**config.mk**
```make
export PLATFORM = sky130hd
export DESIGN_NAME = pad_input_filter_bank
export DESIGN_NICKNAME = d
export VERILOG_FILES = /design/src/rtl/pad_input_filter_bank.sv
export SDC_FILE = /design/constraint.sdc
export NUM_CORES = 1
export LEC_CHECK = 0
export CORE_ASPECT_RATIO = 0.5
export CORE_MARGIN = 3
export CORE_UTILIZATION = 38
export CTS_CLUSTER_DIAMETER = 30
export DETAILED_ROUTE_END_ITERATION = 10
export HOLD_SLACK_MARGIN = 0.12
export PLACE_DENSITY = 0.62
export SYNTH_ARGS = -nofsm -noshare
export SYNTH_HDL_FRONTEND = slang
export SYNTH_SLANG_ARGS = --single-unit
```
**constraint.sdc**
```tcl
create_clock -name clk_i -period 11.1 [get_ports clk_i]
set_input_delay 1.11 -clock clk_i [delete_from_list [all_inputs] [get_ports clk_i]]
set_output_delay 1.11 -clock clk_i [all_outputs]
set_load 0.05 [all_outputs]
```
**src/rtl/pad_input_filter_bank.sv**
```systemverilog
// Input pad front-end: per-channel synchroniser, debounce filter and edge pulses,
// plus pad attribute registers written through a valid/ready port with a settle window.
module pad_input_filter_bank #(
  parameter int NUM_CH      = 8,
  parameter int PADATTR     = 16,
  parameter int SYNC_STAGES = 2,
  parameter int FILT_W      = 4,
  parameter int SETTLE_CYC  = 8,
  parameter logic [PADATTR-1:0] ATTR_RST = PADATTR'(16'h0004),
  localparam int CH_W = (NUM_CH > 1) ? $clog2(NUM_CH) : 1
) (
  input  logic                        clk_i,
  input  logic                        rst_i,
  input  logic [NUM_CH-1:0]           pad_c_i,
  input  logic [NUM_CH-1:0]           filt_en_i,
  input  logic [FILT_W-1:0]           thresh_i,
  output logic [NUM_CH-1:0]           data_o,
  output logic [NUM_CH-1:0]           rise_o,
  output logic [NUM_CH-1:0]           fall_o,
  input  logic                        cfg_valid_i,
  output logic                        cfg_ready_o,
  input  logic [CH_W-1:0]             cfg_ch_i,
  input  logic [PADATTR-1:0]          cfg_attr_i,
  output logic                        cfg_err_o,
  output logic [NUM_CH-1:0]           busy_o,
  output logic [NUM_CH*PADATTR-1:0]   pad_attributes_o
);

  localparam int SW = $clog2(SETTLE_CYC + 1);
  localparam logic [SW-1:0]   SETTLE_V = SW'(SETTLE_CYC);
  localparam logic [CH_W:0]   NUM_CH_V = (CH_W + 1)'(NUM_CH);

  typedef enum logic {IDLE, SETTLE} cfg_state_e;

  logic [NUM_CH-1:0]  sync_q [SYNC_STAGES];
  logic [NUM_CH-1:0]  s;
  logic [NUM_CH-1:0]  filt_q, filt_d, rise_q, fall_q;
  logic [FILT_W-1:0]  cnt_q [NUM_CH];
  logic [FILT_W-1:0]  cnt_d [NUM_CH];

  cfg_state_e         state_q, state_d;
  logic [SW-1:0]      settle_q, settle_d;
  logic [NUM_CH-1:0]  busy_q, busy_d;
  logic               err_q, err_d;
  logic               wr_en;
  logic               ch_ok;
  logic [NUM_CH-1:0]  ch_onehot;
  logic [NUM_CH*PADATTR-1:0] attr_q;

  always_ff @(posedge clk_i or posedge rst_i) begin
    if (rst_i) begin
      for (int i = 0; i < SYNC_STAGES; i++) sync_q[i] <= '0;
    end else begin
      sync_q[0] <= pad_c_i;
      for (int i = 1; i < SYNC_STAGES; i++) sync_q[i] <= sync_q[i-1];
    end
  end

  assign s = sync_q[SYNC_STAGES-1];

  // A channel in its settle window is frozen so pad switching transients are ignored
  always_comb begin
    filt_d = filt_q;
    for (int k = 0; k < NUM_CH; k++) begin
      cnt_d[k] = '0;
      if (!busy_q[k]) begin
        if (!filt_en_i[k]) begin
          filt_d[k] = s[k];
        end else if (s[k] != filt_q[k]) begin
          if (cnt_q[k] >= thresh_i) filt_d[k] = s[k];
          else if (cnt_q[k] != '1)  cnt_d[k]  = cnt_q[k] + 1'b1;
          else                      cnt_d[k]  = cnt_q[k];
        end
      end
    end
  end

  always_ff @(posedge clk_i or posedge rst_i) begin
    if (rst_i) begin
      filt_q <= '0;
      rise_q <= '0;
      fall_q <= '0;
      for (int k = 0; k < NUM_CH; k++) cnt_q[k] <= '0;
    end else begin
      filt_q <= filt_d;
      rise_q <= filt_d & ~filt_q;
      fall_q <= ~filt_d & filt_q;
      for (int k = 0; k < NUM_CH; k++) cnt_q[k] <= cnt_d[k];
    end
  end

  assign ch_ok     = {1'b0, cfg_ch_i} < NUM_CH_V;
  assign ch_onehot = NUM_CH'(1) << cfg_ch_i;

  always_comb begin
    state_d     = state_q;
    settle_d    = settle_q;
    busy_d      = busy_q;
    err_d       = 1'b0;
    wr_en       = 1'b0;
    cfg_ready_o = 1'b0;
    case (state_q)
      IDLE: begin
        cfg_ready_o = 1'b1;
        if (cfg_valid_i) begin
          if (ch_ok) begin
            wr_en    = 1'b1;
            settle_d = SETTLE_V;
            busy_d   = ch_onehot;
            state_d  = SETTLE;
          end else begin
            err_d = 1'b1;
          end
        end
      end
      SETTLE: begin
        if (settle_q == SW'(1)) begin
          state_d  = IDLE;
          busy_d   = '0;
          settle_d = '0;
        end else begin
          settle_d = settle_q - 1'b1;
        end
      end
      default: state_d = IDLE;
    endcase
  end

  always_ff @(posedge clk_i or posedge rst_i) begin
    if (rst_i) begin
      state_q  <= IDLE;
      settle_q <= '0;
      busy_q   <= '0;
      err_q    <= 1'b0;
    end else begin
      state_q  <= state_d;
      settle_q <= settle_d;
      busy_q   <= busy_d;
      err_q    <= err_d;
    end
  end

  always_ff @(posedge clk_i or posedge rst_i) begin
    if (rst_i) begin
      attr_q <= {NUM_CH{ATTR_RST}};
    end else if (wr_en) begin
      for (int k = 0; k < NUM_CH; k++)
        if (ch_onehot[k]) attr_q[k*PADATTR +: PADATTR] <= cfg_attr_i;
    end
  end

  assign data_o           = filt_q;
  assign rise_o           = rise_q;
  assign fall_o           = fall_q;
  assign busy_o           = busy_q;
  assign cfg_err_o        = err_q;
  assign pad_attributes_o = attr_q;

endmodule

```
==> results.md, run 1 <==
- DRT Wirelength: 21.8 mm
- Setup tns final: 0 ns
- Initial antenna violation count: 0
- Least-Margin Pin Slew: 1.11 ns
- Setup Viol. Count Final: 0
- Final Wtd Congestion: 0.738
- Final instance area: 12300 sq um
- Area grow syn2layout: 37.8%
- Clk_skew: 0.0174 ns
- Postcts setup bufs: 0
- Cts repair resizes: 0
- Pwr dens: 296 nW/um^2
- CORE AREA: 22300 sq um
- Worst endpoint data arrival time: 2.01 ns
- Leak: 5.72 nW
- Crit path capture type: output port
- Critical path class: reg2out
- Fin crit period: 3.12 ns
- R2r startpoint: state_q
- Hold_buf cts: 0
- Global-route wire length before repair: 35.1 mm
- 1st-iter DRT viols: 264
- Slowest-stage cell, CP: clkdlybuf4s50_1
- RSZ-0062 raised after global routing: false
- Critical path depth: 2
- Via/cell ratio: 4.92
- Final Hold Vio Count: 0
- DRC viols: 0
- Final worst-path cycle share: 0.281
- Global Route Usage Sum: 0.173
- Port buffer count: 202
- Die area: 25500 sq um
- Antenna Cells: 0
- Netlist Area Pre-Place: 8920 sq um
- Slew Viols, Final: 0
- WP buf/inv: 2
- Seq cells post-synth: 213
- Synth Instances: 655
- Number of cell rows: 38
- Status: completed
- CTS buffer count: 31
- Pin count of the biggest net entering global routing: 134
- Max Clock Freq: 321 MHz
- Sequence of cells on the critical path: inv_2 -> clkdlybuf4s50_1
- Global route overflow: 0
- Crit-path max cell delay: 0.87 ns
- Wirelength per Cell: 18.2 um
- Vias: 5916
- CP Capture Point: cfg_ready_o
- Reg-to-reg critical path endpoint: pad_attributes_o[84]
- H-tree depth: 1
- I/O pin count: 204
- CTS max path bufs: 3
- Worst reg-to-reg path cell count: 4
- Most common cell after layout, fill and taps aside: dfrtp_1
- Clock-pin slew on the worst setup and hold paths: 0.05 ns
- Layout cells sized above 1: 0.237
- Dpl cell area: 11300 sq um
- Crit Path Max Fanout: 10
- Width of the die: 223 um
- Peak VDD IR: 0.193 mV
- Synthesized Nets: 739
- Hold crit path type: reg2reg
- TritonCTS clock tree: done
- Yosys warning count: 0
- Nets: 963
- Final HPWL DP: 14.8 mm
- Routed Antenna Nets: 0
- Crit path from: state_q
- Slew margin rel.: 0.260
- Family with the most delay on the worst path: buffers and inverters
- Avg Inst Size Synth: 13.6 sq um
- Required time worst endpoint: 9.99 ns
- Latest clock arrival within the worst-skew pair: 0.55 ns
- Post-synthesis sequential area ratio: 0.599
- Sink Count: 213
- Startpoint Class: flip-flop
- Clock root buffer: clkbuf_16
- Max Cap Viol: 0
- Die span in y: 114 um
- Most frequent cells in the layout: dfrtp_1 (205), clkdlybuf4s50_1 (202), mux2_2 (127)
- Initial Util: 0.399
- Vias in the first global route: 6256
- Post-synth cell types: 38
- Total iterations of the first detailed-routing run: 4
- Setup slack, reg-to-reg: 8.87 ns
-- cells by family after synthesis --
logic type | Yosys count | synth area share
and+or+nand+nor | 163 | 0.0929
other | 1 | 0.000421
AOI/OAI and AO/OA | 49 | 0.0383
DFF | 213 | 0.599
muxes | 144 | 0.185
adders and majority gates | 42 | 0.0589
buffers and inverters | 35 | 0.0182
xor gates and xnor gates | 8 | 0.00786
-- flip-flops by register name, indices dropped and copies added (netlist names) --
register / flops
data_o: 8
busy_o: 8
cnt_q: 32
pad_attributes_o: 128
fall_o: 8
sync_q: 8
s: 8
settle_q: 4
state_q: 1
rise_o: 8
-- worst min-delay path by stage --
stage | from | end | cells after the start
6_report | sync_q[15] | s[7] | 0
5_1_grt | sync_q[9] | s[1] | 0
4_1_cts | sync_q[15] | s[7] | 0
3_5_place_dp | sync_q[15] | s[7] | 0
3_3_place_gp | sync_q[9] | s[1] | 0
2_1_floorplan | sync_q[8] | s[0] | 0
-- report_power, final --
| group | leakage, nW | internal (mW) | switching [mW] |
|---|---|---|---|
| Sequential | 2.76 | 1.00 | 0.142 |
| Combinational | 2.44 | 0.541 | 0.977 |
| Clock | 0.516 | 0.611 | 0.356 |
-- cells in the mapped netlist --
library cell / count / area share
conb_1: 1 / 0.00042
nand3_2: 1 / 0.0011
nor3_4: 1 / 0.0018
o22ai_1: 1 / 0.00070
xnor2_1: 8 / 0.0079
o21ai_0: 2 / 0.0011
a21o_1: 11 / 0.0093
nor4bb_1: 1 / 0.0011
nand3_1: 25 / 0.014
nand4b_1: 1 / 0.00098
buf_6: 1 / 0.0013
dfstp_2: 8 / 0.024
or3_1: 1 / 0.00070
nor3b_2: 1 / 0.0014
or3b_2: 8 / 0.0079
nor3_1: 16 / 0.0090
nand2_1: 25 / 0.011
nand3b_1: 1 / 0.00084
inv_1: 22 / 0.0093
a211oi_1: 9 / 0.0076
nor3b_1: 7 / 0.0059
inv_2: 1 / 0.00042
or4_1: 1 / 0.00084
a21oi_1: 9 / 0.0051
dfrtp_1: 205 / 0.58
o2111ai_1: 8 / 0.0079
mux2_4: 9 / 0.015
mux2i_1: 8 / 0.0090
a221o_1: 1 / 0.0011
mux2_2: 127 / 0.16
nor2_1: 54 / 0.023
nand2b_1: 18 / 0.013
buf_4: 4 / 0.0034
a31oi_1: 8 / 0.0056
nor2_2: 2 / 0.0014
clkbuf_2: 1 / 0.00056
buf_2: 6 / 0.0034
ha_1: 42 / 0.059
-- stage by stage --
step / hold WS [ns] / utilization / instances / worst slack, ns / power, mW
6_report: 0.346 / 0.550 / 1202 / 7.98 / 3.63
2_1_floorplan: 0.331 / - / 655 / 4.18 / 2.14
3_5_place_dp: 0.335 / 0.504 / 1146 / 7.64 / 2.69
4_1_cts: 0.347 / 0.550 / 1202 / 7.96 / 3.67
5_1_grt: 0.363 / 0.550 / 1202 / 7.90 / 3.79
3_3_place_gp: 0.332 / 0.504 / 1146 / 7.66 / 2.67
-- final cells by class --
| type | count | area (sq um) |
|---|---|---|
| Clock buffer | 34 | 797 |
| Fill cell | 1897 | 10100 |
| Multi-Input combinational cell | 407 | 3410 |
| Sequential cell | 213 | 5340 |
| Inverter | 23 | 93.8 |
| Timing Repair Buffer | 203 | 2030 |
| Clock inverter | 22 | 235 |
| Tap cell | 300 | 375 |
-- layer usage --
| metal | routed length, um | up-vias | GRT usage |
|---|---|---|---|
| met2 | 10700 | 90 | 0.292 |
| met1 | 9610 | 3013 | 0.224 |
| met4 | 466 | 0 | 0.0419 |
| li1 | - | 2777 | - |
| met5 | 0 | - | 0 |
| met3 | 1030 | 36 | 0.0482 |
(Power assumes the default switching activity.)
==> inputs of run 2 (changes only) <==
--- a/config.mk
+++ b/config.mk
@@ -11,7 +11,7 @@
 export CTS_CLUSTER_DIAMETER = 30
 export DETAILED_ROUTE_END_ITERATION = 10
 export HOLD_SLACK_MARGIN = 0.12
-export PLACE_DENSITY = 0.62
+export PLACE_DENSITY = 0.65
 export SYNTH_ARGS = -nofsm -noshare
 export SYNTH_HDL_FRONTEND = slang
 export SYNTH_SLANG_ARGS = --single-unit
==> constraint.sdc (replaced) <==
create_clock -name clk_i -period 2.6 [get_ports clk_i]
set_input_delay 0.26 -clock clk_i [delete_from_list [all_inputs] [get_ports clk_i]]
set_output_delay 0.26 -clock clk_i [all_outputs]
set_load 0.05 [all_outputs]
==> run 2 against run 1 <==
  * Power grew to 4.4 times the previous value
  * Critical path type unchanged
  * Final area is 2.7% higher
  * First-iteration DRC count is 23% lower
  * Utilization is 1.5 points higher
  * Global-route usage hardly changed
  * Highest routed layer unchanged
  * Non-clock buffer count is 19 higher
  * Largest cell class unchanged
  * Sequential share of layout area is 1.1 points lower
==> results.md, run 2 (synthesized netlist as in run 1, its figures left out) <==
- Leak: 5.87 nW (was 5.72 nW)
- Setup Viol. Count Final: 0 (unchanged)
- Routed Antenna Nets: 0 (unchanged)
- Latest clock arrival within the worst-skew pair: 0.50 ns (was 0.55 ns)
- Most frequent cells in the layout: dfrtp_1 (205), clkdlybuf4s50_1 (202), mux2_2 (127) (unchanged)
- Post-Place Cells: 1165 (was 1146)
- DRT Wirelength: 21.9 mm (was 21.8 mm)
- # fillers: 1839 (was 1897)
- Dpl cell area: 11400 sq um (was 11300 sq um)
- Least-Margin Pin Slew: 0.673 ns (was 1.11 ns)
- Sink Count: 213 (unchanged)
- DRC viols: 0 (unchanged)
- Clock-pin slew on the worst setup and hold paths: 0.05 ns (about the same)
- Final worst-path cycle share: 0.860
- Pwr dens: 1270 nW/um^2 (was 296 nW/um^2)
- I/O pin count: 204 (unchanged)
- Postcts setup bufs: 0 (unchanged)
- Fin crit period: 2.24 ns
- Pwr Total: 16.0 mW (was 3.63 mW)
- Antenna Cells: 0 (unchanged)
- CTS buffer count: 34 (was 31)
- Global Route Usage Sum: 0.173 (about the same)
- Vias: 5988 (was 5916)
- Global-route wire length before repair: 35.2 mm (was 35.1 mm)
- Initial antenna violation count: 0 (unchanged)
- Global route overflow: 0 (unchanged)
- Most common cell after layout, fill and taps aside: dfrtp_1 (unchanged)
- 1st-iter DRT viols: 204 (was 264)
- Worst endpoint data arrival time: 1.98 ns (was 2.01 ns)
- Status: completed (unchanged)
- Layout Cells excl Fill: 1224 (was 1202)
- Wirelength per Cell: 17.9 um (was 18.2 um)
- R2r startpoint: cnt_q[16] (was state_q)
- Reg-to-reg critical path endpoint: data_o[3] (was pad_attributes_o[84])
- Layout cells sized above 1: 0.256 (was 0.237)
- Cts repair resizes: 0 (unchanged)
- Peak VDD IR: 0.821 mV (was 0.193 mV)
- Clk_skew: 0.0190 ns (was 0.0174 ns)
- Initial Util: 0.399 (unchanged)
- Area grow syn2layout: 41.5% (was 37.8%)
- H-tree depth: 2 (was 1)
- Setup tns final: 0 ns (unchanged)
- Crit Path Max Fanout: 10 (unchanged)
- Multi-input logic area: 3410 sq um (unchanged)
- Busiest grt layer: met2 (unchanged)
- Total iterations of the first detailed-routing run: 4 (unchanged)
- Met3 usage: 0.0482 (unchanged)
- Critical path class: reg2out (unchanged)
- Width of the die: 223 um (unchanged)
- Nets: 985 (was 963)
- Number of cell rows: 38 (unchanged)
- Required time worst endpoint: 2.34 ns (was 9.99 ns)
- Clock root buffer: clkbuf_16 (unchanged)
- Final Hold Vio Count: 0 (unchanged)
- Startpoint Class: flip-flop (unchanged)
- Port buffer count: 202 (unchanged)
- Met2 usage: 0.306 (was 0.292)
- Die area: 25500 sq um (unchanged)
- Crit path capture type: output port (unchanged)
- Largest register FFs: 128 (unchanged)
- Slew margin rel.: 0.551 (was 0.260)
- Via/cell ratio: 4.89 (was 4.92)
- Hold crit path type: in2async (was reg2reg)
- Setup slack, reg-to-reg: 0.61 ns (was 8.87 ns)
- Final instance area: 12600 sq um (was 12300 sq um)
- Die span in y: 114 um (unchanged)
- TritonCTS clock tree: done (unchanged)
- Reg area: 5340 sq um (unchanged)
- Pin count of the biggest net entering global routing: 69 (was 134)
- CTS max path bufs: 3 (unchanged)
- RSZ-0062 raised after global routing: false (unchanged)
- Vias in the first global route: 6418 (was 6256)
- Max Clock Freq: 447 MHz
- Worst reg-to-reg path cell count: 6 (was 4)
- Final HPWL DP: 15.6 mm (was 14.8 mm)
- Max Cap Viol: 0 (unchanged)
- Met1 GRT Util: 0.214 (was 0.224)
- Hold_buf cts: 0 (unchanged)
- Final Wtd Congestion: 0.748 (was 0.738)
- CORE AREA: 22300 sq um (unchanged)
- Slew Viols, Final: 0 (unchanged)
-- run 2: power breakdown --
part / switching, mW / total, mW / internal, mW
registers: 0.594 / 4.88 / 4.29
clock network: 1.59 / 4.59 / 3.01
logic: 4.19 / 6.52 / 2.33
-- run 2: how the worst max path moves through the flow --
stage	end	cells past startpoint	from
2_1_floorplan	busy_o[0]	1	rst_i
3_3_place_gp	data_o[7]	7	thresh_i[1]
3_5_place_dp	data_o[3]	7	thresh_i[1]
4_1_cts	cfg_ready_o	2	state_q
5_1_grt	cfg_ready_o	2	state_q
6_report	cfg_ready_o	2	state_q
-- run 2: cell type report --
class	instances	share of cell area
inverter	23	0.00714
clock buffer	41	0.0752
clock inverter	18	0.0179
sequential	213	0.423
multi-input combinational	407	0.271
tap	300	0.0298
timing repair buffer	222	0.176
-- run 2: critical path, cell delays in order (launching register included) --
cell and delay [ns]:
dfrtp_1 0.44, inv_2 0.18, clkdlybuf4s50_1 0.87
-- run 2: per-layer routing --
layer | up-vias | routed length [um]
li1 | 2820 | -
met1 | 3038 | 9330
met2 | 104 | 11200
met3 | 26 | 1060
met4 | 0 | 290
met5 | - | 0
-- run 2: through the flow --
step / utilization / hold slack [ns] / setup WS (ns)
3_5_place_dp: 0.512 / 0.335 / 0.124
4_1_cts: 0.565 / 0.144 / 0.332
2_1_floorplan: - / 0.291 / -0.424
5_1_grt: 0.565 / 0.175 / 0.285
3_3_place_gp: 0.512 / 0.334 / 0.174
6_report: 0.565 / 0.153 / 0.364
==> inputs of run 3 (changes only) <==
--- a/config.mk
+++ b/config.mk
@@ -12,6 +12,8 @@
 export DETAILED_ROUTE_END_ITERATION = 10
 export HOLD_SLACK_MARGIN = 0.12
 export PLACE_DENSITY = 0.65
+export SKIP_CTS_REPAIR_TIMING = 1
+export SLEW_MARGIN = 20
 export SYNTH_ARGS = -nofsm -noshare
 export SYNTH_HDL_FRONTEND = slang
 export SYNTH_SLANG_ARGS = --single-unit
==> results of run 3 <==
No change in the layout: final DEF, timing and power equal those of run 2.
